## src/rtl/approx_error_monitor.sv

```systemverilog
// approx_error_monitor: windowed error statistics for an accurate/approximate
// result pair. A window of 2^LOG_N accepted samples is pushed through a
// three-stage pipeline: difference, then magnitude/square, then accumulation.
// The results are held until the next start.
// Optional feature macro: ERR_SQ_EN. When it is defined, the squared-error
// multiplier and accumulator are built. Without it, err_sq_sum is tied to 0.
module approx_error_monitor #(
  parameter int W     = 32,
  parameter int LOG_N = 4
) (
  input  logic                      clk,
  input  logic                      rst,
  input  logic                      start,
  input  logic                      in_valid,
  output logic                      in_ready,
  input  logic [W-1:0]              acc_data,
  input  logic [W-1:0]              apx_data,
  output logic                      stats_valid,
  output logic signed [W+LOG_N:0]   err_sum,
  output logic [2*W+1+LOG_N:0]      err_sq_sum,
  output logic [W-1:0]              max_abs_err,
  output logic [LOG_N:0]            mismatch_cnt
);

  localparam int SUMW = W + 1 + LOG_N;
  localparam int SQW  = 2 * W + 2 + LOG_N;
  localparam logic [LOG_N-1:0] LAST_IDX = {LOG_N{1'b1}};

  typedef enum logic [1:0] {
    IDLE  = 2'd0,
    ACCUM = 2'd1,
    DRAIN = 2'd2,
    DONE  = 2'd3
  } state_t;

  state_t            state_r;
  logic [LOG_N-1:0]  cnt_r;
  logic              drain_r;
  logic              in_ready_r;
  logic              stats_valid_r;

  logic              accept_s;
  logic              clear_s;
  logic [W:0]        diff_s;

  logic              s1_valid_r;
  logic [W:0]        s1_err_r;
  logic [W-1:0]      abs_s;
  logic              nz_s;

  logic              s2_valid_r;
  logic [W:0]        s2_err_r;
  logic [W-1:0]      s2_abs_r;
  logic              s2_nz_r;

  logic [SUMW-1:0]   err_sum_r;
  logic [W-1:0]      max_abs_r;
  logic [LOG_N:0]    mismatch_r;

  assign accept_s = in_valid & in_ready_r;
  // A start is only meaningful when no window is being collected.
  assign clear_s  = start & ((state_r == IDLE) | (state_r == DONE));
  // Zero-extended subtraction in W+1 bits is exact in two's complement.
  assign diff_s   = {1'b0, apx_data} - {1'b0, acc_data};

  // Window control FSM: sample counting, drain wait and the registered handshake flags.
  always_ff @(posedge clk) begin
    if (rst) begin
      state_r       <= IDLE;
      cnt_r         <= {LOG_N{1'b0}};
      drain_r       <= 1'b0;
      in_ready_r    <= 1'b0;
      stats_valid_r <= 1'b0;
    end else begin
      case (state_r)
        IDLE, DONE: begin
          if (start) begin
            state_r       <= ACCUM;
            cnt_r         <= {LOG_N{1'b0}};
            in_ready_r    <= 1'b1;
            stats_valid_r <= 1'b0;
          end else begin
            state_r <= state_r;
          end
        end
        ACCUM: begin
          if (accept_s) begin
            cnt_r <= cnt_r + LOG_N'(1'b1);
            if (cnt_r == LAST_IDX) begin
              state_r    <= DRAIN;
              in_ready_r <= 1'b0;
              drain_r    <= 1'b0;
            end else begin
              state_r <= ACCUM;
            end
          end else begin
            state_r <= ACCUM;
          end
        end
        DRAIN: begin
          // The last sample needs two more edges to reach the accumulators.
          if (drain_r) begin
            state_r       <= DONE;
            drain_r       <= 1'b0;
            stats_valid_r <= 1'b1;
          end else begin
            drain_r <= 1'b1;
          end
        end
        default: begin
          state_r       <= IDLE;
          cnt_r         <= {LOG_N{1'b0}};
          drain_r       <= 1'b0;
          in_ready_r    <= 1'b0;
          stats_valid_r <= 1'b0;
        end
      endcase
    end
  end

  // Stage 1: capture the signed difference of an accepted sample.
  always_ff @(posedge clk) begin
    if (rst) begin
      s1_valid_r <= 1'b0;
      s1_err_r   <= {(W+1){1'b0}};
    end else begin
      s1_valid_r <= accept_s;
      if (accept_s) begin
        s1_err_r <= diff_s;
      end else begin
        s1_err_r <= s1_err_r;
      end
    end
  end

  // Magnitude of the stage 1 difference. The most negative value is unreachable, so W bits suffice.
  always_comb begin
    abs_s = s1_err_r[W-1:0];
    if (s1_err_r[W]) begin
      abs_s = ~s1_err_r[W-1:0] + W'(1'b1);
    end else begin
      abs_s = s1_err_r[W-1:0];
    end
  end

  assign nz_s = |s1_err_r;

  // Stage 2: register the magnitude, the mismatch flag and the difference for the sum.
  always_ff @(posedge clk) begin
    if (rst) begin
      s2_valid_r <= 1'b0;
      s2_err_r   <= {(W+1){1'b0}};
      s2_abs_r   <= {W{1'b0}};
      s2_nz_r    <= 1'b0;
    end else begin
      s2_valid_r <= s1_valid_r;
      s2_err_r   <= s1_err_r;
      s2_abs_r   <= abs_s;
      s2_nz_r    <= nz_s;
    end
  end

  // Stage 3: accumulate the signed sum, the mismatch count and the running maximum.
  always_ff @(posedge clk) begin
    if (rst || clear_s) begin
      err_sum_r  <= {SUMW{1'b0}};
      max_abs_r  <= {W{1'b0}};
      mismatch_r <= {(LOG_N+1){1'b0}};
    end else if (s2_valid_r) begin
      err_sum_r  <= err_sum_r + {{LOG_N{s2_err_r[W]}}, s2_err_r};
      mismatch_r <= mismatch_r + {{LOG_N{1'b0}}, s2_nz_r};
      if (s2_abs_r > max_abs_r) begin
        max_abs_r <= s2_abs_r;
      end else begin
        max_abs_r <= max_abs_r;
      end
    end else begin
      err_sum_r  <= err_sum_r;
      max_abs_r  <= max_abs_r;
      mismatch_r <= mismatch_r;
    end
  end

`ifdef ERR_SQ_EN
  logic [2*W+1:0] sq_s;
  logic [2*W+1:0] s2_sq_r;
  logic [SQW-1:0] err_sq_r;

  assign sq_s = {{(W+2){1'b0}}, abs_s} * {{(W+2){1'b0}}, abs_s};

  // Stage 2 square register.
  always_ff @(posedge clk) begin
    if (rst) begin
      s2_sq_r <= {(2*W+2){1'b0}};
    end else begin
      s2_sq_r <= sq_s;
    end
  end

  // Stage 3 squared-error accumulator.
  always_ff @(posedge clk) begin
    if (rst || clear_s) begin
      err_sq_r <= {SQW{1'b0}};
    end else if (s2_valid_r) begin
      err_sq_r <= err_sq_r + {{LOG_N{1'b0}}, s2_sq_r};
    end else begin
      err_sq_r <= err_sq_r;
    end
  end

  assign err_sq_sum = err_sq_r;
`else
  assign err_sq_sum = {SQW{1'b0}};
`endif

  assign in_ready     = in_ready_r;
  assign stats_valid  = stats_valid_r;
  assign err_sum      = err_sum_r;
  assign max_abs_err  = max_abs_r;
  assign mismatch_cnt = mismatch_r;

endmodule

```

## config.mk

```make
export PLATFORM = sky130hd
export DESIGN_NAME = approx_error_monitor
export DESIGN_NICKNAME = d
export VERILOG_FILES = /design/src/rtl/approx_error_monitor.sv
export SDC_FILE = /design/constraint.sdc
export NUM_CORES = 1
export LEC_CHECK = 0
export ABC_AREA = 1
export CAP_MARGIN = 30
export CORE_MARGIN = 5
export CORE_UTILIZATION = 50
export CTS_CLUSTER_DIAMETER = 120
export CTS_CLUSTER_SIZE = 24
export DETAILED_ROUTE_END_ITERATION = 8
export DONT_BUFFER_PORTS = 1
export GPL_TIMING_DRIVEN = 0
export PLACE_DENSITY = 0.63
export SYNTH_ARGS = -nofsm -noshare
export SYNTH_HDL_FRONTEND = slang
export SYNTH_SLANG_ARGS = --single-unit
```

## constraint.sdc

```tcl
create_clock -name clk -period 2.94 [get_ports clk]
set_input_delay 0.882 -clock clk [delete_from_list [all_inputs] [get_ports clk]]
set_output_delay 0.882 -clock clk [all_outputs]
set_load 0.1 [all_outputs]
```

### Word-level counts from Yosys, hierarchy flattened

Cells that the tools add are included.

| storage, ports and cells | value |
|---|---|
| register bits | 184 |
| latch bits | 0 |
| memory bits (writable) | 0 |
| bits in read-only memories | 0 |
| input bits | 68 |
| output and inout bits | 146 |
| logic and storage cells | 63 |
| memories kept | 0 |

| operators by class | value |
|---|---|
| $add $sub $neg | 5 |
| multipliers | 0 |
| div/mod/pow operators | 0 |
| $lt $le $gt $ge | 1 |
| equality and inequality tests | 8 |
| shift operators | 0 |
| mux-type cells | 18 |
| bitwise gates (word level) | 4 |
| reduce and logical (&&, ||, !) cells | 13 |

Operators by type and width:

| kind | count |
|---|---|
| adder 37 bit | 1 |
| OR reduction 33 bit | 1 |
| subtractor 32 x 32 -> 33 bit | 1 |
| adder 32 x 1 -> 32 bit, second input constant | 1 |
| greater-than comparator 32 bit | 1 |
| two-way mux 32 bit | 1 |
| NOT 32 bit | 1 |
| AND reduction 3 bit | 3 |
| two-way mux 2 bit | 4 |
| two-way mux 4 bit | 2 |
| != test 2 bit, second input constant | 4 |
| one-hot mux 4 bit (2 select lines) | 1 |
| two-way mux 1 bit | 6 |
| one-hot mux 1 bit (2 select lines) | 3 |
| one-hot mux 2 bit (3 select lines) | 1 |
| nonzero test 2 bit | 3 |
| adder 5 x 1 -> 5 bit | 1 |
| adder 4 x 1 -> 4 bit, second input constant | 1 |
| equality test 2 bit, second input constant | 2 |
| equality test 4 bit, second input constant | 1 |
| AND reduction 2 bit | 2 |
| AND reduction 4 bit | 1 |
| AND 1 bit | 2 |
| equality test 2 x 1 -> 1 bit, second input constant | 1 |
| 4 further kinds | 4 |

### Depth between registers and ports, before layout

Gate-level depths: netlist of the first run.

| depth | value |
|---|---|
| word-level depth | 4 |
| mapped depth | 16 |
| depth with buffers taken out | 15 |

### Worst setup path after synthesis of the first run

No wires, ideal clock.

| path | value |
|---|---|
| kind | reg-to-reg |
| start | register max_abs_r[31], in the netlist max_abs_err[31] |
| end | register max_abs_r[0], in the netlist max_abs_err[0] |
| library setup time | 118 ps |
| arrival time | 2362 ps |
| data required time | 2822 ps |
| slack | 460 ps |
| cell stages (with the launch flop) | 11 |
| buffers on the path | 1 |
| period minus slack after synthesis | 2480 ps |
| path through | dfxtp_1 inv_1 ha_1 nand2_2 nor2_4 nand3_2 nor2_4 a41oi_4 buf_6 a21oi_2 nor2_1 |

| between the ends | value |
|---|---|
| cells in the longest elaborated chain, start to end | 2 |

Ends and longest elaborated chain:

| item | RTL line | RTL |
|---|---|---|
| start, declared | 57 | `logic [W-1:0] max_abs_r;` |
| start signal, assigned | 167 | `max_abs_r <= {W{1'b0}};` |
| start signal, assigned | 173 | `max_abs_r <= s2_abs_r;` |
| start signal, assigned | 175 | `max_abs_r <= max_abs_r;` |
| greater-than comparator 32 bit | 172 | `if (s2_abs_r > max_abs_r) begin` |
| AND reduction 2 bit (no source line) | n/a |  |

Every way passes these cells.
A chain may end at the register's enable or synchronous reset.

### Worst setup path after layout of the first run

| path | value |
|---|---|
| start | register max_abs_r[27], in the netlist max_abs_err[27] |
| end | register max_abs_r[15], in the netlist max_abs_err[15] |

The elaborated chain is that of the path after synthesis.

==> run_results.csv, run 1 <==
group,metric,value,unit
setup_path,critical_path_required,3.26,ns
setup_path,critPathKind,"flop to flop",
layout,util_after_layout,57.7,%
yosys,asyncSetResetFlopFracSynth,0,%
timing,fin_worst_skew,0.0119,ns
yosys,post_synth.cell_area_avg,6.31,sq um
yosys,number_of_synthesis_warnings,0,
setup_path,worst_ep_arrival_time,3.11,ns
setup_path,r2r-start,"max_abs_err[27]$_SDFFE_PP0P_",
timing,timing.final.hold_violations,0,
clocking,tritoncts,"done",
route,routedWlPerCell,14.6,microns
setup_path,critical-path-slowest-cell,"dfxtp_1",
route,drt_pre_antenna_iters,6,
clocking,clk-insertion-delay-late,0.44,ns
global_route,grt_usage,24.5,%
layout,design_area,15500,sq um
layout,fillCellCount,2744,
global_route,grt_antenna_before_repair,0,
placement,dpl.hpwl,32100,microns
die,die_x,175,microns
flow_run,drv.max_cap_violation_count,0,
die,std_cell_rows,60,
timing,worst_slew_margin_rel,31.0,%
yosys,synth-main-ff-cell,"dfxtp_1",
yosys,share_of_yosys_cell_area_claimed_by_the_top_area_cell_type,26.9,%
min_path,min-delay-path-class,"flop to flop",
die,initial_core_util,50.6,%
placement,placement.io_buffers,0,
layout,fraction_of_layout_cells_with_a_size_suffix_above_1,10.2,%
placement,gpl.final_weighted_congestion,0.916,
route,vias_per_cell,4.92,
clocking,clkSinkCount,183,
yosys,netlist.top_cell.by_area,"dfxtp_1",
layout,post_layout_nonfiller_instances,2640,
setup_path,worst-path-max-fanout,10,
yosys,edff_count_synth,0,
clocking,tritoncts.num_buffers,17,
yosys,synth_top_cells_by_area,"dfxtp_1 (27%), nand2_1 (13%), inv_1 (11%)",
route,drcViolationCount,0,
clocking,depth_of_the_cts_h_tree,4,
status,status,"finished clean",
clocking,post_cts.repair.setup_buffers,0,
global_route,overflow,0,
route,total_number_of_vias,13000,
setup_path,crit_path_start_kind,"flop",
global_route,grt_max_degree,18,
die,die_area,30600,sq um
clocking,clk_pin_slew_worst_paths,0.07,ns
yosys,number_of_storage_elements_in_the_synthesis_netlist,183,
power,leakage_power,8.10,nW
min_path,hp-start,"s1_valid_r$_SDFF_PP0_",
power,vdd.ir_drop.worst,0.402,mV
yosys,yosysSeqAreaShare,26.9,%
setup_path,cp-startpoint,"max_abs_err[27]$_SDFFE_PP0P_",
global_route,grt_pass1_wl,60900,microns
die,core_region_area,26900,sq um
timing,final.period_utilization,94.8,%
setup_path,endpoint_class_of_the_critical_path,"flop",
route,route.antenna.remaining_nets,0,
clocking,root_buffer,"clkbuf_16",
timing,drv_slew,0,
yosys,synth_cell_type_count,47,
global_route,number_of_global_route_vias_before_repair,11800,
layout,layout.area.seq,3690,sq um
route,drt_first_iter_violations,1063,
die,boundaryPins,214,
layout,syn_to_final_growth,14.0,%
layout,combined_area_of_the_multi_input_logic_cells,7890,sq um
layout,final_nets,2461,
yosys,mappedNetlistArea,13600,sq um
yosys,synth_cells,2157,
timing,tightestPinTransition,1.03,ns
setup_path,max_stage_delay,0.98,ns
timing,min_period,2.79,ns
placement,post_dp_cell_area,14700,sq um
power,pwr_density_cell,466,nW/um^2
route,postRouteWirelength,38600,microns
die,fp.dieH,175,microns
clocking,max-clock-path-buffers,2,
setup_path,crit_chain,"inv_1, ha_1, nand2_1, nor2_2, nand3_2, nor2_4, a41oi_4, buf_6, a21oi_1, nor2_1",
placement,placed_cells_incl_taps,2590,
timing,number_of_setup_violations_in_the_final_report,0,
timing,fmax,0.359,GHz
metrics by stage:
stage               setup slack, ns  hold slack [ns]    TNS, ns  power (mW)
floorplan                     0.460            0.388          0        4.52
global placement            -0.0855            0.392    -0.0893        4.89
detailed placement           0.0403            0.395          0        4.91
CTS                          0.0104            0.404          0        7.25
global route              -0.000181            0.422  -0.000181        7.58
finish                        0.153            0.403          0        7.23
where the power goes:
| part | leakage, nW | total [mW] | internal (mW) | switching [mW] |
|---|---|---|---|---|
| Sequential | 1.49 | 2.75 | 2.58 | 0.173 |
| Combinational | 6.31 | 2.13 | 0.615 | 1.52 |
| Clock | 0.295 | 2.34 | 1.27 | 1.07 |
flip-flops by register name (all words and copies together) (netlist names), 2 cells and up:
signal / cells
s2_err_r: 33
err_sum: 37
s2_abs_r: 31
max_abs_err: 32
cnt_r: 4
s1_err_r: 33
state_r: 2
mismatch_cnt: 5
layer usage:
layer / wire [microns] / GRT usage (%) / part of all wire, %
met5: 0 / 0 / 0
met1: 19100 / 35.3 / 49
met3: 2080 / 4.00 / 5.4
met2: 16800 / 38.7 / 44
met4: 618 / 5.34 / 1.6
cell families after synthesis:
logic type	count (synthesis)	synth area share, %
and+or+nand+nor	1001	31.7
buffers and inverters	522	17.0
AOI/OAI and AO/OA	309	12.2
DFF	183	26.9
adders and majority gates	108	10.0
xor gates and xnor gates	33	2.12
other	1	0.0276
cell type report:
class                           count  share of cell area, %
Sequential cell                   183                   23.8
Buffer                            116                   5.06
Tap cell                          341                   2.75
Inverter                          406                   9.82
Multi-Input combinational cell   1521                   50.9
Clock inverter                     12                  0.895
Timing Repair Buffer               40                   3.81
Antenna cell                        1                 0.0161
Clock buffer                       20                   3.01
cell usage in the layout (no fill, tap or decap), drive strengths merged:
cell / count
o211ai: 1
a41oi: 2
nand2: 492
xor2: 29
conb: 70
nor2: 307
nor4: 1
o21ai: 103
xnor2: 4
dfxtp: 183
o22ai: 14
o22a: 1
nand4: 18
ha: 106
clkinvlp: 1
o21a: 4
nand3: 147
inv: 408
clkbuf: 51
clkinv: 8
fa: 2
and2: 1
o21bai: 7
buf: 125
o31ai: 2
a31oi: 6
a21oi: 169
diode: 1
nor3: 30
bufinv: 1
and3: 1
or2: 3
nand3b: 1
worst max-delay path, delay by kind of cell (launching register included):
family | cells | cell delay, ns
flops | 1 | 0.98
simple gates | 5 | 0.57
compound gates | 2 | 0.43
buf+inv | 2 | 0.36
fa+ha+maj | 1 | 0.34
worst paths after layout:
path	endpoint	slack (ns)	cells after the start
setup / recovery	max_abs_err[15]$_SDFFE_PP0P_	0.15	10
setup reg to reg	max_abs_err[15]$_SDFFE_PP0P_	0.15	10
hold reg to reg	s2_valid_r$_SDFF_PP0_	0.40	2
hold / removal	s2_valid_r$_SDFF_PP0_	0.40	2
Yosys cell counts (2+ instances only):
| master | n |
|---|---|
| nor2_4 | 5 |
| clkbuf_1 | 21 |
| buf_4 | 75 |
| o31ai_1 | 2 |
| buf_6 | 8 |
| nand4_1 | 17 |
| o21a_1 | 4 |
| buf_2 | 6 |
| xor2_1 | 29 |
| buf_1 | 6 |
| nand2_1 | 484 |
| nand3_2 | 31 |
| dfxtp_1 | 183 |
| o21ai_2 | 5 |
| o21ai_0 | 92 |
| clkinv_1 | 2 |
| nand2_2 | 7 |
| a21oi_1 | 167 |
| o21bai_1 | 7 |
| nor2_1 | 295 |
| a31oi_1 | 6 |
| a21oi_2 | 2 |
| inv_2 | 4 |
| fa_1 | 2 |
| nor3_2 | 3 |
| nor3_1 | 27 |
| ha_1 | 106 |
| or2_2 | 2 |
| o22ai_1 | 14 |
| inv_1 | 400 |
| nor2_2 | 7 |
| xnor2_1 | 4 |
| nand3_1 | 115 |
| o21ai_1 | 6 |
repair_timing:
| action | CTS | global route |
|---|---|---|
| gates resized for setup | 0 | 18 |
| hold buffers | 0 | 0 |
| setup endpoints to repair | 0 | 38 |
(Power assumes the default switching activity.)
==> run 2: changes to the inputs <==
--- a/config.mk
+++ b/config.mk
@@ -13,7 +13,6 @@
 export CTS_CLUSTER_SIZE = 24
 export DETAILED_ROUTE_END_ITERATION = 8
 export DONT_BUFFER_PORTS = 1
-export GPL_TIMING_DRIVEN = 0
 export PLACE_DENSITY = 0.63
 export SYNTH_ARGS = -nofsm -noshare
 export SYNTH_HDL_FRONTEND = slang
==> run 2 against run 1 <==
Count of clock-buffer cells in the layout is 2 lower. Die area stayed put. Sequential power fell by 3%. Global-route usage up 0.33 points. Routed wire length about the same. Fmax is 14% higher. Clock power about the same. Sequential share of layout area increased by 0.97 points. Worst setup slack better by 0.34 ns. First-iteration DRC count is 20% lower. Largest cell class unchanged.
==> run_results.csv, run 2 (same netlist as run 1, synthesis figures left out) <==
group,metric,value,unit
status,status,"finished clean",
placement,post_dp_cell_area,14200,sq um
timing,total_neg_setup_slack,0,ns
clocking,tritoncts,"done",
route,total_number_of_vias,12800,
power,power.clock.fraction,33.1,%
clocking,post_cts.repair.setup_buffers,0,
route,detailroute.wirelength.met3,2020,microns
timing,worst_slew_margin_rel,46.8,%
global_route,grt_antenna_before_repair,1,
setup_path,critPathKind,"flop to flop",
route,routedWlPerCell,15.0,microns
power,switching_share,39.9,%
timing,drv_slew,0,
min_path,min-delay-path-class,"flop to flop",
global_route,overflow,0,
layout,number_of_flip_flops_in_the_largest_register,37,
setup_path,r2r-start,"s2_err_r[0]$_SDFF_PP0_",
layout,fraction_of_layout_cells_with_a_size_suffix_above_1,8.57,%
timing,min_period,2.45,ns
clocking,clk_pin_slew_worst_paths,0.08,ns
clocking,root_buffer,"clkbuf_16",
setup_path,critical_path_required,3.29,ns
route,drt_first_iter_violations,847,
timing,fmax,0.408,GHz
layout,n_antenna_cell,0,
die,core_region_area,26900,sq um
route,top_layer,"met5",
clocking,clkSinkCount,183,
global_route,grt_max_degree,61,
clocking,cts.repair.resized,0,
route,vias_per_cell,4.96,
setup_path,worst-path-max-fanout,4,
timing,grt_setup_unrepaired,"false",
clocking,cts_hold_buffers,0,
route,drt_pre_antenna_iters,5,
layout,syn_to_final_growth,8.90,%
clocking,tritoncts.num_buffers,17,
flow_run,drv.max_cap_violation_count,0,
global_route,grt_pass1_wl,62000,microns
global_route,number_of_global_route_vias_before_repair,11900,
timing,number_of_setup_violations_in_the_final_report,0,
setup_path,endpoint_class_of_the_critical_path,"flop",
layout,layout_commonest_cell,"nand2_1",
die,die_x,175,microns
layout,design_area,14800,sq um
placement,dpl.hpwl,31300,microns
power,pwr_density_cell,481,nW/um^2
setup_path,cp-startpoint,"s2_err_r[0]$_SDFF_PP0_",
clocking,max-clock-path-buffers,2,
die,boundaryPins,214,
power,p_int,4.28,mW
route,m1WireLength,19400,microns
route,dr_wl_met2,16700,microns
power,portion_of_total_power_attributed_to_sequential_cells,37.3,%
die,std_cell_rows,60,
placement,gpl.final_weighted_congestion,0.899,
timing,fin_hold_ws,0.408,ns
placement,placement.io_buffers,0,
layout,final_nets,2393,
route,drcViolationCount,0,
clocking,clk-insertion-delay-late,0.44,ns
timing,timing.final.hold_violations,0,
timing,final.period_utilization,83.4,%
layout,most-common-layout-cells,"nand2_1 (484), inv_1 (400), nor2_1 (295)",
route,postRouteWirelength,38600,microns
route,route.antenna.remaining_nets,0,
min_path,hp-start,"s1_valid_r$_SDFF_PP0_",
die,die_area,30600,sq um
die,initial_core_util,50.6,%
global_route,grt_usage,24.8,%
die,fp.dieH,175,microns
power,power_frac_comb,29.6,%
setup_path,crit_path_start_kind,"flop",
power,leakage_power,7.80,nW
timing,tightestPinTransition,0.798,ns
timing,fin_worst_skew,0.0173,ns
power,vdd.ir_drop.worst,0.383,mV
power,net-switching-power,2.84,mW
clocking,depth_of_the_cts_h_tree,4,
setup_path,worst_ep_arrival_time,2.80,ns
==> run 2: stage by stage <==
stage	worst slack (ns)	total power [mW]	utilization, %	instances
2_1_floorplan	0.460	4.52	-	2226
3_3_place_gp	0.128	4.80	52.9	2539
3_5_place_dp	0.133	4.80	52.9	2539
4_1_cts	0.542	7.16	55.1	2571
5_1_grt	0.325	7.49	55.1	2571
6_report	0.489	7.12	55.1	2571
==> run 2: cell type report <==
cell class | count | area (sq um)
Tap cell | 341 | 427
Fill cell | 2863 | 12100
Clock buffer | 18 | 439
Multi-Input combinational cell | 1521 | 7890
Inverter | 406 | 1520
Timing Repair Buffer | 88 | 698
Sequential cell | 183 | 3660
Clock inverter | 14 | 171
==> run 2: per-layer routing <==
layer / vias to the layer above / track usage, %
met3: 39 / 3.72
met4: 2 / 4.81
met2: 364 / 38.8
met1: 5613 / 36.6
li1: 6739 / -
met5: - / 0
==> run 2: critical path, stage by stage (launching register included) <==
cell and delay [ns]:
dfxtp_1 0.35, ha_1 0.27, fa_1 0.47, nand3_1 0.12
nand3_1 0.18, nand4_1 0.17, nand3_1 0.28, nand2_1 0.20
nand2_1 0.07, nand2_1 0.05, nand3_1 0.07, nand2_1 0.09
inv_1 0.03
==> run 2: worst paths after layout <==
| check | end | slack, ns | depth (start not counted) |
|---|---|---|---|
| min | s2_valid_r$_SDFF_PP0_ | 0.41 | 2 |
| max | err_sum[28]$_SDFFE_PP0P_ | 0.49 | 12 |
| max reg2reg | err_sum[28]$_SDFFE_PP0P_ | 0.49 | 12 |
| min reg2reg | s2_valid_r$_SDFF_PP0_ | 0.41 | 2 |
==> run 2: power groups by stage <==
| stage | Clock, mW | Sequential (mW) | Combinational, mW |
|---|---|---|---|
| final | 2.36 | 2.66 | 2.11 |
| after global routing | 2.50 | 2.67 | 2.32 |
| after CTS | 2.40 | 2.66 | 2.10 |
| after detailed placement | 0 | 2.72 | 2.09 |
| after global placement | 0 | 2.71 | 2.08 |
| after floorplan | 0 | 2.79 | 1.72 |
==> run 3: changes to the inputs <==
==> constraint.sdc (replaced) <==
create_clock -name clk -period 2.4 [get_ports clk]
set_input_delay 0.72 -clock clk [delete_from_list [all_inputs] [get_ports clk]]
set_output_delay 0.72 -clock clk [all_outputs]
set_load 0.1 [all_outputs]
==> run 3 against run 2 <==
Via count increased by 1.5%. Critical path depth decreased by 3. Combinational power increased by 26%. First-iteration DRC count increased by 36%. Cell area increased by 1.0%. Worst hold slack got worse by 0.061 ns. Die area unchanged. Non-clock buffer count increased by 17. Cell count increased by 0.62%. Fmax increased by 10%.
==> run_results.csv, run 3 (same netlist as run 1, synthesis figures left out) <==
group,metric,value,unit
status,status,"finished clean",
setup_path,critical-path-slowest-cell,"fa_1",
route,vias_per_cell,5.01,
route,drt_first_iter_violations,1150,
die,fp.dieH,175,microns
layout,util_after_layout,55.7,%
setup_path,crit_path_start_kind,"flop",
route,drt_pre_antenna_iters,5,
setup_path,endpoint_class_of_the_critical_path,"flop",
timing,timing.final.hold_violations,0,
clocking,root_buffer,"clkbuf_16",
layout,syn_to_final_growth,10.0,%
timing,worst_slew_margin_rel,59.2,%
clocking,tritoncts.num_buffers,17,
die,initial_core_util,50.6,%
timing,tightestPinTransition,0.611,ns
timing,fin_worst_skew,0.0180,ns
setup_path,crit_chain,"ha_2, fa_1, nand3_1, nand3_2, nand4_1, nand3_1, xor2_1, o21ai_0, inv_1",
clocking,clkSinkCount,183,
setup_path,path_buf_inv,1,
route,postRouteWirelength,37900,microns
layout,most-common-layout-cells,"nand2_1 (483), inv_1 (400), nor2_1 (295)",
power,vdd.ir_drop.worst,0.513,mV
die,boundaryPins,214,
timing,min_period,2.23,ns
setup_path,worst_ep_arrival_time,2.55,ns
layout,final_nets,2410,
die,die_x,175,microns
clocking,clk_pin_slew_worst_paths,0.08,ns
clocking,post_cts.repair.setup_buffers,0,
global_route,overflow,0,
route,total_number_of_vias,13000,
global_route,grt_pass1_wl,60600,microns
timing,fmax,0.449,GHz
setup_path,critical_path_required,2.73,ns
layout,fraction_of_layout_cells_with_a_size_suffix_above_1,10.3,%
timing,final.period_utilization,92.7,%
layout,n_antenna_cell,0,
placement,dpl.hpwl,30800,microns
clocking,max-clock-path-buffers,2,
placement,placement.io_buffers,0,
die,std_cell_rows,60,
setup_path,max_stage_delay,0.43,ns
setup_path,worst-path-max-fanout,4,
global_route,grt_antenna_before_repair,1,
global_route,grt_usage,24.1,%
setup_path,cp_top_family,"adder cells",
setup_path,timing.critical_path.mode_cell,"nand3_1",
power,pwr_density_cell,586,nW/um^2
power,leakage_power,7.90,nW
timing,drv_slew,0,
route,drcViolationCount,0,
route,route.antenna.remaining_nets,0,
global_route,grt_max_degree,65,
min_path,min-delay-path-class,"primary input to flop",
flow_run,drv.max_cap_violation_count,0,
placement,gpl.final_weighted_congestion,0.905,
timing,number_of_setup_violations_in_the_final_report,0,
timing,fin_hold_ws,0.347,ns
route,routedWlPerCell,14.6,microns
clocking,clk-insertion-delay-late,0.44,ns
die,die_area,30600,sq um
layout,layout_commonest_cell,"nand2_1",
layout,number_of_flip_flops_in_the_largest_register,37,
setup_path,critPathKind,"flop to flop",
clocking,depth_of_the_cts_h_tree,4,
die,core_region_area,26900,sq um
clocking,tritoncts,"done",
timing,grt_setup_unrepaired,"false",
global_route,number_of_global_route_vias_before_repair,11900,
## run 3: changes by cell type in the layout (fill, tap and decap cells not counted), moves of 2 or more
cell / before / now
dfxtp_1: 182 / 161
dfxtp_2: 1 / 22
buf_4: 85 / 101
clkinv_8: 4 / 1
inv_6: 1 / 3
## run 3: per-layer routing
metal  share of wire (%)  track usage (%)
met5               0.034                0
met1                  49             35.0
met4                 1.6             5.86
met2                  43             37.7
met3                 5.9             3.61
## run 3: worst paths after layout
kind	from	endpoint	slack [ns]	cells past startpoint
setup / recovery	s2_err_r[0]$_SDFF_PP0_	err_sum[20]$_SDFFE_PP0P_	0.17	9
hold / removal	rst	in_ready$_SDFFE_PP0P_	0.35	1
hold reg to reg	s1_valid_r$_SDFF_PP0_	s2_valid_r$_SDFF_PP0_	0.41	2
setup reg to reg	s2_err_r[0]$_SDFF_PP0_	err_sum[20]$_SDFFE_PP0P_	0.17	9
## run 3: repair_timing
action,in CTS,in global routing
hold buffers,0,0
gates resized for setup,0,4
endpoints found under the setup margin,0,10
## run 3: layout make-up
cell class | count | area (sq um)
fill | 2785 | 11900
multi-input combinational | 1521 | 7900
sequential | 183 | 3690
inverter | 406 | 1520
timing repair buffer | 105 | 838
tap | 341 | 427
clock buffer | 17 | 425
clock inverter | 14 | 163
## run 3: metrics by stage
stage / cells / setup slack [ns] / TNS (ns) / power, mW / instance area, sq um
5_1_grt: 2587 / 0.0416 / 0 / 9.24 / 15000
3_3_place_gp: 2556 / -0.116 / -0.116 / 5.95 / 14400
3_5_place_dp: 2556 / -0.0821 / -0.270 / 5.97 / 14400
4_1_cts: 2587 / 0.0275 / 0 / 8.83 / 15000
2_1_floorplan: 2226 / -0.00622 / -0.00622 / 5.53 / 13900
6_report: 2587 / 0.175 / 0 / 8.78 / 15000
## run 3: power by group
part           internal (mW)  switching, mW  leakage [nW]
clock network           1.49           1.37         0.287
logic                  0.705           1.96          6.12
registers               3.16         0.0997          1.50
